===== config.mk =====
export PLATFORM = sky130hd
export DESIGN_NAME = rv_fetch_flat
export DESIGN_NICKNAME = d
export VERILOG_FILES = /design/src/rtl/rv_fetch_if.sv /design/src/rtl/rv_fetch.sv /design/src/flat_wrapper.sv
export SDC_FILE = /design/constraint.sdc
export NUM_CORES = 1
export LEC_CHECK = 0
export BUFFER_PORTS_ARGS = -buffer_cell sky130_fd_sc_hd__buf_2
export CORE_UTILIZATION = 30
export CTS_BUF_LIST = sky130_fd_sc_hd__clkbuf_16
export DETAILED_ROUTE_END_ITERATION = 6
export SLEW_MARGIN = 20
export SYNTH_ARGS = -nofsm -noshare
export SYNTH_HDL_FRONTEND = slang
export SYNTH_SLANG_ARGS = --single-unit

===== constraint.sdc =====
create_clock -name clk_i -period 13.15 [get_ports clk_i]
set_input_delay 1.315 -clock clk_i [delete_from_list [all_inputs] [get_ports clk_i]]
set_output_delay 1.315 -clock clk_i [all_outputs]
set_load 0.005 [all_outputs]

===== src/rtl/rv_fetch_if.sv =====
// rv_fetch_if: memory request/response and decoder handshake bundle.
// master = fetch unit side, slave = memory/decoder side.
interface rv_fetch_if #(
   parameter int unsigned XLEN = 32
);
   logic            req_o;
   logic [XLEN-1:0] addr_o;
   logic            gnt_i;
   logic            rvalid_i;
   logic [XLEN-1:0] rdata_i;
   logic            instr_valid_o;
   logic [XLEN-1:0] instr_o;
   logic [XLEN-1:0] instr_addr_o;
   logic            instr_ready_i;
   logic            redirect_i;
   logic [XLEN-1:0] redirect_addr_i;
   logic            err_misalign_o;

   modport master (
      output req_o, addr_o,
      input  gnt_i, rvalid_i, rdata_i,
      output instr_valid_o, instr_o, instr_addr_o,
      input  instr_ready_i, redirect_i, redirect_addr_i,
      output err_misalign_o
   );

   modport slave (
      input  req_o, addr_o,
      output gnt_i, rvalid_i, rdata_i,
      input  instr_valid_o, instr_o, instr_addr_o,
      output instr_ready_i, redirect_i, redirect_addr_i,
      input  err_misalign_o
   );
endinterface


===== src/rtl/rv_fetch.sv =====
// rv_fetch: in-order word fetch with DEPTH-entry prefetch FIFO and flush.
// Optional misaligned-redirect flag: define RV_FETCH_ALIGN_CHK_EN.
module rv_fetch #(
   parameter int unsigned     XLEN      = 32,
   parameter logic [XLEN-1:0] BOOT_ADDR = '0,
   parameter int unsigned     DEPTH     = 2
) (
   input  logic       clk_i,
   input  logic       rst_ni,
   rv_fetch_if.master bus
);
   localparam int unsigned CW = $clog2(DEPTH + 1);
   localparam int unsigned PW = (DEPTH > 1) ? $clog2(DEPTH) : 1;
   localparam logic [CW:0] CAP = (CW+1)'(DEPTH);

   logic [XLEN-1:0] pc_q;
   logic [XLEN-1:0] resp_addr_q;
   logic [CW-1:0]   out_q;
   logic [CW-1:0]   disc_q;
   logic [CW-1:0]   cnt_q;
   logic [PW-1:0]   rd_q;
   logic [PW-1:0]   wr_q;
   logic [XLEN-1:0] fa_q [DEPTH];
   logic [XLEN-1:0] fd_q [DEPTH];

   logic            issue;
   logic            drop;
   logic            push;
   logic            pop;
   logic [CW:0]     occ;
   logic [CW-1:0]   out_nxt;
   logic [XLEN-1:0] tgt;

   function automatic logic [PW-1:0] ptr_inc(input logic [PW-1:0] p);
      return (p == PW'(DEPTH - 1)) ? '0 : p + PW'(1);
   endfunction

   // Buffered plus in-flight words never exceed DEPTH, so the FIFO cannot overflow.
   assign occ        = {1'b0, cnt_q} + {1'b0, out_q};
   assign bus.req_o  = rst_ni && (occ < CAP);
   assign bus.addr_o = pc_q;

   assign issue   = bus.req_o && bus.gnt_i;
   assign out_nxt = out_q + CW'(issue) - CW'(bus.rvalid_i);
   assign drop    = bus.rvalid_i && (disc_q != '0);
   assign push    = bus.rvalid_i && !drop && !bus.redirect_i;
   assign pop     = bus.instr_valid_o && bus.instr_ready_i
                    && !bus.redirect_i;
   assign tgt     = {bus.redirect_addr_i[XLEN-1:2], 2'b00};

   assign bus.instr_valid_o = (cnt_q != '0);
   assign bus.instr_o       = fd_q[rd_q];
   assign bus.instr_addr_o  = fa_q[rd_q];

   // PC, response address and in-flight/discard bookkeeping.
   always_ff @(posedge clk_i or negedge rst_ni) begin
      if (!rst_ni) begin
         pc_q        <= BOOT_ADDR;
         resp_addr_q <= BOOT_ADDR;
         out_q       <= '0;
         disc_q      <= '0;
      end else if (bus.redirect_i) begin
         pc_q        <= tgt;
         resp_addr_q <= tgt;
         out_q       <= out_nxt;
         disc_q      <= out_nxt;
      end else begin
         out_q <= out_nxt;
         if (issue) pc_q <= pc_q + XLEN'(4);
         if (push) resp_addr_q <= resp_addr_q + XLEN'(4);
         if (drop) disc_q <= disc_q - CW'(1);
      end
   end

   // FIFO pointers and occupancy; a redirect empties the buffer.
   always_ff @(posedge clk_i or negedge rst_ni) begin
      if (!rst_ni) begin
         cnt_q <= '0;
         rd_q  <= '0;
         wr_q  <= '0;
      end else if (bus.redirect_i) begin
         cnt_q <= '0;
         rd_q  <= '0;
         wr_q  <= '0;
      end else begin
         if (push) wr_q <= ptr_inc(wr_q);
         if (pop) rd_q <= ptr_inc(rd_q);
         if (push && !pop) cnt_q <= cnt_q + CW'(1);
         else if (pop && !push) cnt_q <= cnt_q - CW'(1);
      end
   end

   // FIFO storage; entries are only observed while counted valid.
   always_ff @(posedge clk_i) begin
      if (push) begin
         fa_q[wr_q] <= resp_addr_q;
         fd_q[wr_q] <= bus.rdata_i;
      end
   end

`ifdef RV_FETCH_ALIGN_CHK_EN
   logic err_q;

   // Sticky flag for a redirect target that is not word aligned.
   always_ff @(posedge clk_i or negedge rst_ni) begin
      if (!rst_ni) begin
         err_q <= 1'b0;
      end else if (bus.redirect_i && (bus.redirect_addr_i[1:0] != 2'b00)) begin
         err_q <= 1'b1;
      end
   end

   assign bus.err_misalign_o = err_q;
`else
   logic unused_lo;

   assign unused_lo          = ^bus.redirect_addr_i[1:0];
   assign bus.err_misalign_o = 1'b0;
`endif

   // A response is only legal for a previously granted request.
   always_ff @(posedge clk_i) begin
      if (rst_ni && bus.rvalid_i) begin
         assert (out_q != '0);
      end
   end
endmodule

===== src/flat_wrapper.sv =====
// flat-port wrapper written by rule: the top's interface ports become plain ports
module rv_fetch_flat 
#(
   parameter int unsigned     XLEN      = 32,
   parameter logic [XLEN-1:0] BOOT_ADDR = '0,
   parameter int unsigned     DEPTH     = 2
)
  (clk_i, rst_ni, bus_req_o, bus_addr_o, bus_gnt_i, bus_rvalid_i, bus_rdata_i, bus_instr_valid_o, bus_instr_o, bus_instr_addr_o, bus_instr_ready_i, bus_redirect_i, bus_redirect_addr_i, bus_err_misalign_o);
  rv_fetch_if #(.XLEN(XLEN)) bus_i ();
  input  logic clk_i;
  input  logic rst_ni;
  output wire logic [$bits(bus_i.req_o)-1:0] bus_req_o;
  output wire logic [$bits(bus_i.addr_o)-1:0] bus_addr_o;
  input wire logic [$bits(bus_i.gnt_i)-1:0] bus_gnt_i;
  input wire logic [$bits(bus_i.rvalid_i)-1:0] bus_rvalid_i;
  input wire logic [$bits(bus_i.rdata_i)-1:0] bus_rdata_i;
  output wire logic [$bits(bus_i.instr_valid_o)-1:0] bus_instr_valid_o;
  output wire logic [$bits(bus_i.instr_o)-1:0] bus_instr_o;
  output wire logic [$bits(bus_i.instr_addr_o)-1:0] bus_instr_addr_o;
  input wire logic [$bits(bus_i.instr_ready_i)-1:0] bus_instr_ready_i;
  input wire logic [$bits(bus_i.redirect_i)-1:0] bus_redirect_i;
  input wire logic [$bits(bus_i.redirect_addr_i)-1:0] bus_redirect_addr_i;
  output wire logic [$bits(bus_i.err_misalign_o)-1:0] bus_err_misalign_o;
  assign bus_req_o = bus_i.req_o;
  assign bus_addr_o = bus_i.addr_o;
  assign bus_i.gnt_i = bus_gnt_i;
  assign bus_i.rvalid_i = bus_rvalid_i;
  assign bus_i.rdata_i = bus_rdata_i;
  assign bus_instr_valid_o = bus_i.instr_valid_o;
  assign bus_instr_o = bus_i.instr_o;
  assign bus_instr_addr_o = bus_i.instr_addr_o;
  assign bus_i.instr_ready_i = bus_instr_ready_i;
  assign bus_i.redirect_i = bus_redirect_i;
  assign bus_i.redirect_addr_i = bus_redirect_addr_i;
  assign bus_err_misalign_o = bus_i.err_misalign_o;
  rv_fetch #(.XLEN(XLEN), .BOOT_ADDR(BOOT_ADDR), .DEPTH(DEPTH)) u_core (.clk_i(clk_i), .rst_ni(rst_ni), .bus(bus_i));
endmodule

=== Word level (Yosys, flattened, before mapping) ===
Memories as Yosys holds them, arrays and structs flattened.
Index checks and enable logic that the tools add are counted.

* Register bits after elaboration: 72
* Bits in writable memories: 128
* Bits of input ports: 70
* Output and inout port bits: 99
* Word-level logic and storage cells: 57
* Memories kept: 2

* $add $sub $neg: 10
* Magnitude comparators: 1
* Muxes and demuxes: 17
* Reduce and logical (&&, ||, !) cells: 20

{| class="wikitable"
|+ Memories
! name !! words !! width !! rd ports !! clocked after Yosys merged registers in !! wr ports !! RTL line !! RTL
|-
| u_core.fa_q || 2 || 32 || 1 || 0 || 1 || rv_fetch.sv:23 || <nowiki>logic [XLEN-1:0] fa_q [DEPTH];</nowiki>
|-
| u_core.fd_q || 2 || 32 || 1 || 0 || 1 || rv_fetch.sv:24 || <nowiki>logic [XLEN-1:0] fd_q [DEPTH];</nowiki>
|}

{| class="wikitable"
|+ Operator list
! kind !! number
|-
| 32-bit 2-to-1 mux || 4
|-
| 32-bit by 3-bit adder with 32-bit output (second input constant) || 2
|-
| 2-bit nonzero test || 6
|-
| 2-bit 2-to-1 mux || 5
|-
| 1-bit logical AND || 9
|-
| 1-bit 2-to-1 mux || 8
|-
| 1-bit zero test || 4
|-
| 2-bit by 1-bit subtractor with 2-bit output (second input constant) || 2
|-
| 2-bit by 2-bit adder with 3-bit output || 1
|-
| 3-bit by 2-bit less-than comparator with 1-bit output (second input constant) || 1
|-
| 3-bit nonzero test || 1
|-
| 1-bit adder (second input constant) || 2
|-
| 2-bit by 1-bit adder with 2-bit output || 1
|-
| 2-bit by 1-bit adder with 2-bit output (second input constant) || 1
|-
| 2-bit by 1-bit subtractor with 2-bit output || 1
|}

=== Logic depth before layout (Yosys ltp) ===
* Word-level depth: 10
* Depth in mapped cells: 9
* Depth with buffers taken out: 8

=== Worst setup path after synthesis ===
No wires, ideal clock.

* Path kind: input to register
* From: in bus_redirect_i
* To: mem u_core.fa_q[0][10], enable pin
* Library setup time: 0.559 ns
* Data arrival time: 6.149 ns
* Required time: 12.591 ns
* Setup slack: 6.443 ns
* Stages: 4
* Path buffers: 3
* Cell sequence: clkbuf_1 -> clkbuf_1 -> clkbuf_1 -> nor3_1

* Cells in the longest elaborated chain, start to end: 4

{| class="wikitable"
|+ Ends and longest elaborated chain
! what !! RTL line !! RTL
|-
| start: declaration || flat_wrapper.sv:21 || <nowiki>input wire logic [$bits(bus_i.redirect_i)-1:0] bus_redirect_i;</nowiki>
|-
| 1-bit zero test || rv_fetch.sv:46 || <nowiki>assign push = bus.rvalid_i && !drop && !bus.redirect_i;</nowiki>
|-
| 1-bit logical AND || rv_fetch.sv:46 ||
|-
| 1-bit 2-to-1 mux || rv_fetch.sv:95 || <nowiki>if (push) begin</nowiki>
|-
| 1-bit 2-to-1 mux (not written as such) || rv_fetch.sv:96 || <nowiki>fa_q[wr_q] <= resp_addr_q;</nowiki>
|-
| end: declaration || rv_fetch.sv:23 ||
|}

No other way between the ends.

=== Worst setup path after layout ===
* From: in rst_ni
* To: reg u_core.pc_q[23], in the netlist u_core.bus.addr_o[23]

* Cells in the longest elaborated chain, start to end: 3

{| class="wikitable"
|+ Ends and longest elaborated chain
! what !! RTL line !! RTL
|-
| start: declaration || flat_wrapper.sv:11 || <nowiki>input logic rst_ni;</nowiki>
|-
| 1-bit logical AND || rv_fetch.sv:40 || <nowiki>assign bus.req_o = rst_ni && (occ < CAP);</nowiki>
|-
| 1-bit logical AND || rv_fetch.sv:43 || <nowiki>assign issue = bus.req_o && bus.gnt_i;</nowiki>
|-
| 2-bit nonzero test (no source line) || -- ||
|-
| end signal: assignment || rv_fetch.sv:63 || <nowiki>pc_q <= tgt;</nowiki>
|-
| end signal: assignment || rv_fetch.sv:69 || <nowiki>if (issue) pc_q <= pc_q + XLEN'(4);</nowiki>
|-
| end: declaration || rv_fetch.sv:16 || <nowiki>logic [XLEN-1:0] pc_q;</nowiki>
|}

No other way between the ends.
A chain may end at the register's enable or synchronous reset.

==> results.sh <==
export IMPL_status="finished clean"
export IMPL_hold_depth=0
export IMPL_yosysTopAreaCellShare=0.434
export IMPL_syn_avg_cell_area_um2=13.5
export IMPL_grt_usage=0.141
export IMPL_cp_cell_sequence="buf_2 -> buf_4 -> nand4bb_1 -> inv_1 -> nand4_1 -> or4_1 -> a31oi_1"
export IMPL_rsz0062_at_grt="no"
export IMPL_leakagePower_nw=3.80
export IMPL_synthFlopType="edfxtp_1"
export IMPL_min_to="u_core.fa_q[1][15]"
export IMPL_numPlacedInstances=1152
export IMPL_ys_seq_area_frac=0.632
export IMPL_drv_cap=0
export IMPL_synth_xor_area_frac=0.0286
export IMPL_place_congestion=0.777
export IMPL_wl_um=20400
export IMPL_worstSetupPathType="in2reg"
export IMPL_ios=169
export IMPL_finalCritPeriodShare=0.291
export IMPL_cts_resized=0
export IMPL_critPathCaptureType="flop"
export IMPL_rr_worst_depth=7
export IMPL_core_area_mm2=0.0279
export IMPL_cp_required_ps=13500
export IMPL_final_util=0.370
export IMPL_ys_seq_elements=192
export IMPL_max_freq_mhz=261
export IMPL_drt_iter0_markers=339
export IMPL_yosys_area_top_type="edfxtp_1"
export IMPL_cts_clk_slew_worst_paths_ps=70
export IMPL_h_tree_depth=4
export IMPL_yosys_top_cells_area="edfxtp_1 43%, dfrtp_1 20%, mux2_2 10%"
export IMPL_synth_simple_area_share=0.135
export IMPL_skew_ps=10.7
export IMPL_ys_warn_count=0
export IMPL_drc_errors=0
export IMPL_wire_per_inst_um=17.2
export IMPL_slew_headroom=0.380
export IMPL_synth_compound_area_frac=0.0663
export IMPL_die_x_um=171
export IMPL_rr_endpoint="u_core.bus.addr_o[23]"
export IMPL_clock_sinks=192
export IMPL_ctsHoldBuffers=0
export IMPL_hpwlAfterDp_um=13700
export IMPL_viasPerCell=4.93
export IMPL_synth_edff_count=124
export IMPL_clockRootBuffer="clkbuf_16"
export IMPL_synthAdderAreaFrac=0.00962
export IMPL_antenna_found_initial=0
export IMPL_area_growth_pct=20.5
export IMPL_antenna_cells=0
export IMPL_syn_area_mm2=0.00858
export IMPL_async_reset_ff_frac=0.354
export IMPL_cts_buffer_depth=2
export IMPL_layout_common_cells="161 x buf_2, 124 x edfxtp_1, 77 x mux2_2"
export IMPL_drive_gt1_frac=0.359
export IMPL_stdcell_count=1184
export IMPL_initial_core_util=0.307
export IMPL_vias=5840
export IMPL_min_path_type="reg2reg"
export IMPL_synthMuxAreaShare=0.102
export IMPL_power_density_mw_per_mm2=154
export IMPL_regToRegStartpoint="u_core.cnt_q[0]"
export IMPL_die_y_um=171
export IMPL_synth_top_family_by_area="simple AND/OR/NAND/NOR gates"
export IMPL_cp_num_buf_inv=3
export IMPL_ys_types=56
export IMPL_path_delay_family="simple AND/OR/NAND/NOR gates"
export IMPL_cts_tree="done"
export IMPL_grt_pass1_vias=5575
export IMPL_min_period_ps=3830
export IMPL_portBuffers=161
export IMPL_total_power_mw=1.59
export IMPL_row_count=61
export IMPL_drv_slew=0
export IMPL_grt_pass1_wl_um=31400
export IMPL_hp_start="u_core.resp_addr_q[15]"
export IMPL_finalSetupViolCount=0
export IMPL_worstMarginPinSlew_ps=930
export IMPL_worst_path_max_fanout=70
export IMPL_rrSetupSlack_ps=10010
export IMPL_arrival_ps=4180
export IMPL_cts_made_buffers=17
export IMPL_grt_remaining_overflow=0
export IMPL_cp_slowest_stage_delay_ps=680
export IMPL_hold_viol=0
export IMPL_fin_tns_setup_ps=0
export IMPL_drt_pass1_iter_count=4
export IMPL_ir_drop_v=0.0000825
export IMPL_dieArea_mm2=0.0293
export IMPL_num_fill_cells=2766
export IMPL_ant_nets=0
export IMPL_mostFrequentLayoutCell="buf_2"
export IMPL_clock_latency_ps=420
export IMPL_final_nets=869
export IMPL_cts_setup_buffers=0
export IMPL_start_kind="input port"
export IMPL_crit_slowest_cell="buf_4"
export IMPL_postSynthCellCount=638
export IMPL_grt_max_degree=76
## worst reg2reg max path, stage by stage (launching register included)
cell       delay (ps)
dfrtp_1           420
and2_1            180
fa_1              450
nand4bb_1         390
inv_1             450
nand4_1           460
or4_1             540
a31oi_1           170
## synth_stat cells, drive strengths merged, types with 2 or more instances
cell type	count
nor3	16
nand2b	4
dfrtp	68
nand3	21
o21ai	10
inv	14
nor2b	4
and3	5
a21oi	10
nand4	25
xor2	7
nor4	14
o31ai	15
mux2	77
buf	15
o311a	2
ha	5
clkbuf	20
and4	11
or2	4
nor3b	3
edfxtp	124
or3	6
a211oi	11
or4	14
nor2	35
a31oi	21
and2	9
nor4b	3
a21boi	3
a311oi	5
nand2	24
xnor2	21
## cell families after synthesis
kind of cell               count (synthesis)
buffers and inverters                     49
xor gates and xnor gates                  28
DFF                                      192
other                                      1
and+or+nand+nor                          200
muxes                                     78
AOI/OAI and AO/OA                         84
adders and majority gates                  6
## stage by stage
stage	cell area [µm²]	setup slack (ps)	hold slack (ps)
floorplan	8600	6440	448
global placement	9760	8760	488
detailed placement	9760	8790	507
CTS	10300	9230	523
global route	10300	9010	557
finish	10300	9320	519
## state kept, by name, summed over array words and instances, names as in the netlist
register and count:
u_core.rd_q 1, u_core.resp_addr_q 30, u_core.out_q 2, u_core.cnt_q 2, u_core.wr_q 1, u_core.bus.addr_o 30
u_core.disc_q 2, u_core.fa_q 60, u_core.fd_q 64
## report_power, final
group | internal (mW) | switching (mW)
Clock | 0.284 | 0.229
Sequential | 0.714 | 0.0515
Combinational | 0.148 | 0.167
## how the worst max path moves through the flow
stage	start	endpoint	slack, ps	cells past startpoint
final	rst_ni	u_core.bus.addr_o[23]	9320	7
after detailed placement	rst_ni	u_core.bus.addr_o[23]	8790	7
after global placement	rst_ni	u_core.bus.addr_o[23]	8760	7
after global routing	rst_ni	u_core.bus.addr_o[19]	9010	7
after CTS	rst_ni	u_core.bus.addr_o[23]	9230	7
after floorplan	bus_redirect_i	u_core.fa_q[0][10]	6440	4
## final cells by class
type | instances | area, µm² | share of cell area
Tap cell | 378 | 473 | 0.0457
Inverter | 14 | 52.6 | 0.00508
Clock buffer | 19 | 475 | 0.0460
Sequential cell | 192 | 5430 | 0.525
Clock inverter | 13 | 105 | 0.0102
Timing Repair Buffer | 167 | 851 | 0.0823
Multi-Input combinational cell | 401 | 2960 | 0.286
## layer usage
| layer | share of wire | routed length [µm] | global-route usage |
|---|---|---|---|
| met5 | 0 | 0 | 0 |
| met4 | 0.016 | 325 | 0.0462 |
| met3 | 0.057 | 1160 | 0.0305 |
| met2 | 0.45 | 9210 | 0.215 |
| met1 | 0.48 | 9720 | 0.197 |
No activity file was read; power rests on OpenSTA's default activity.
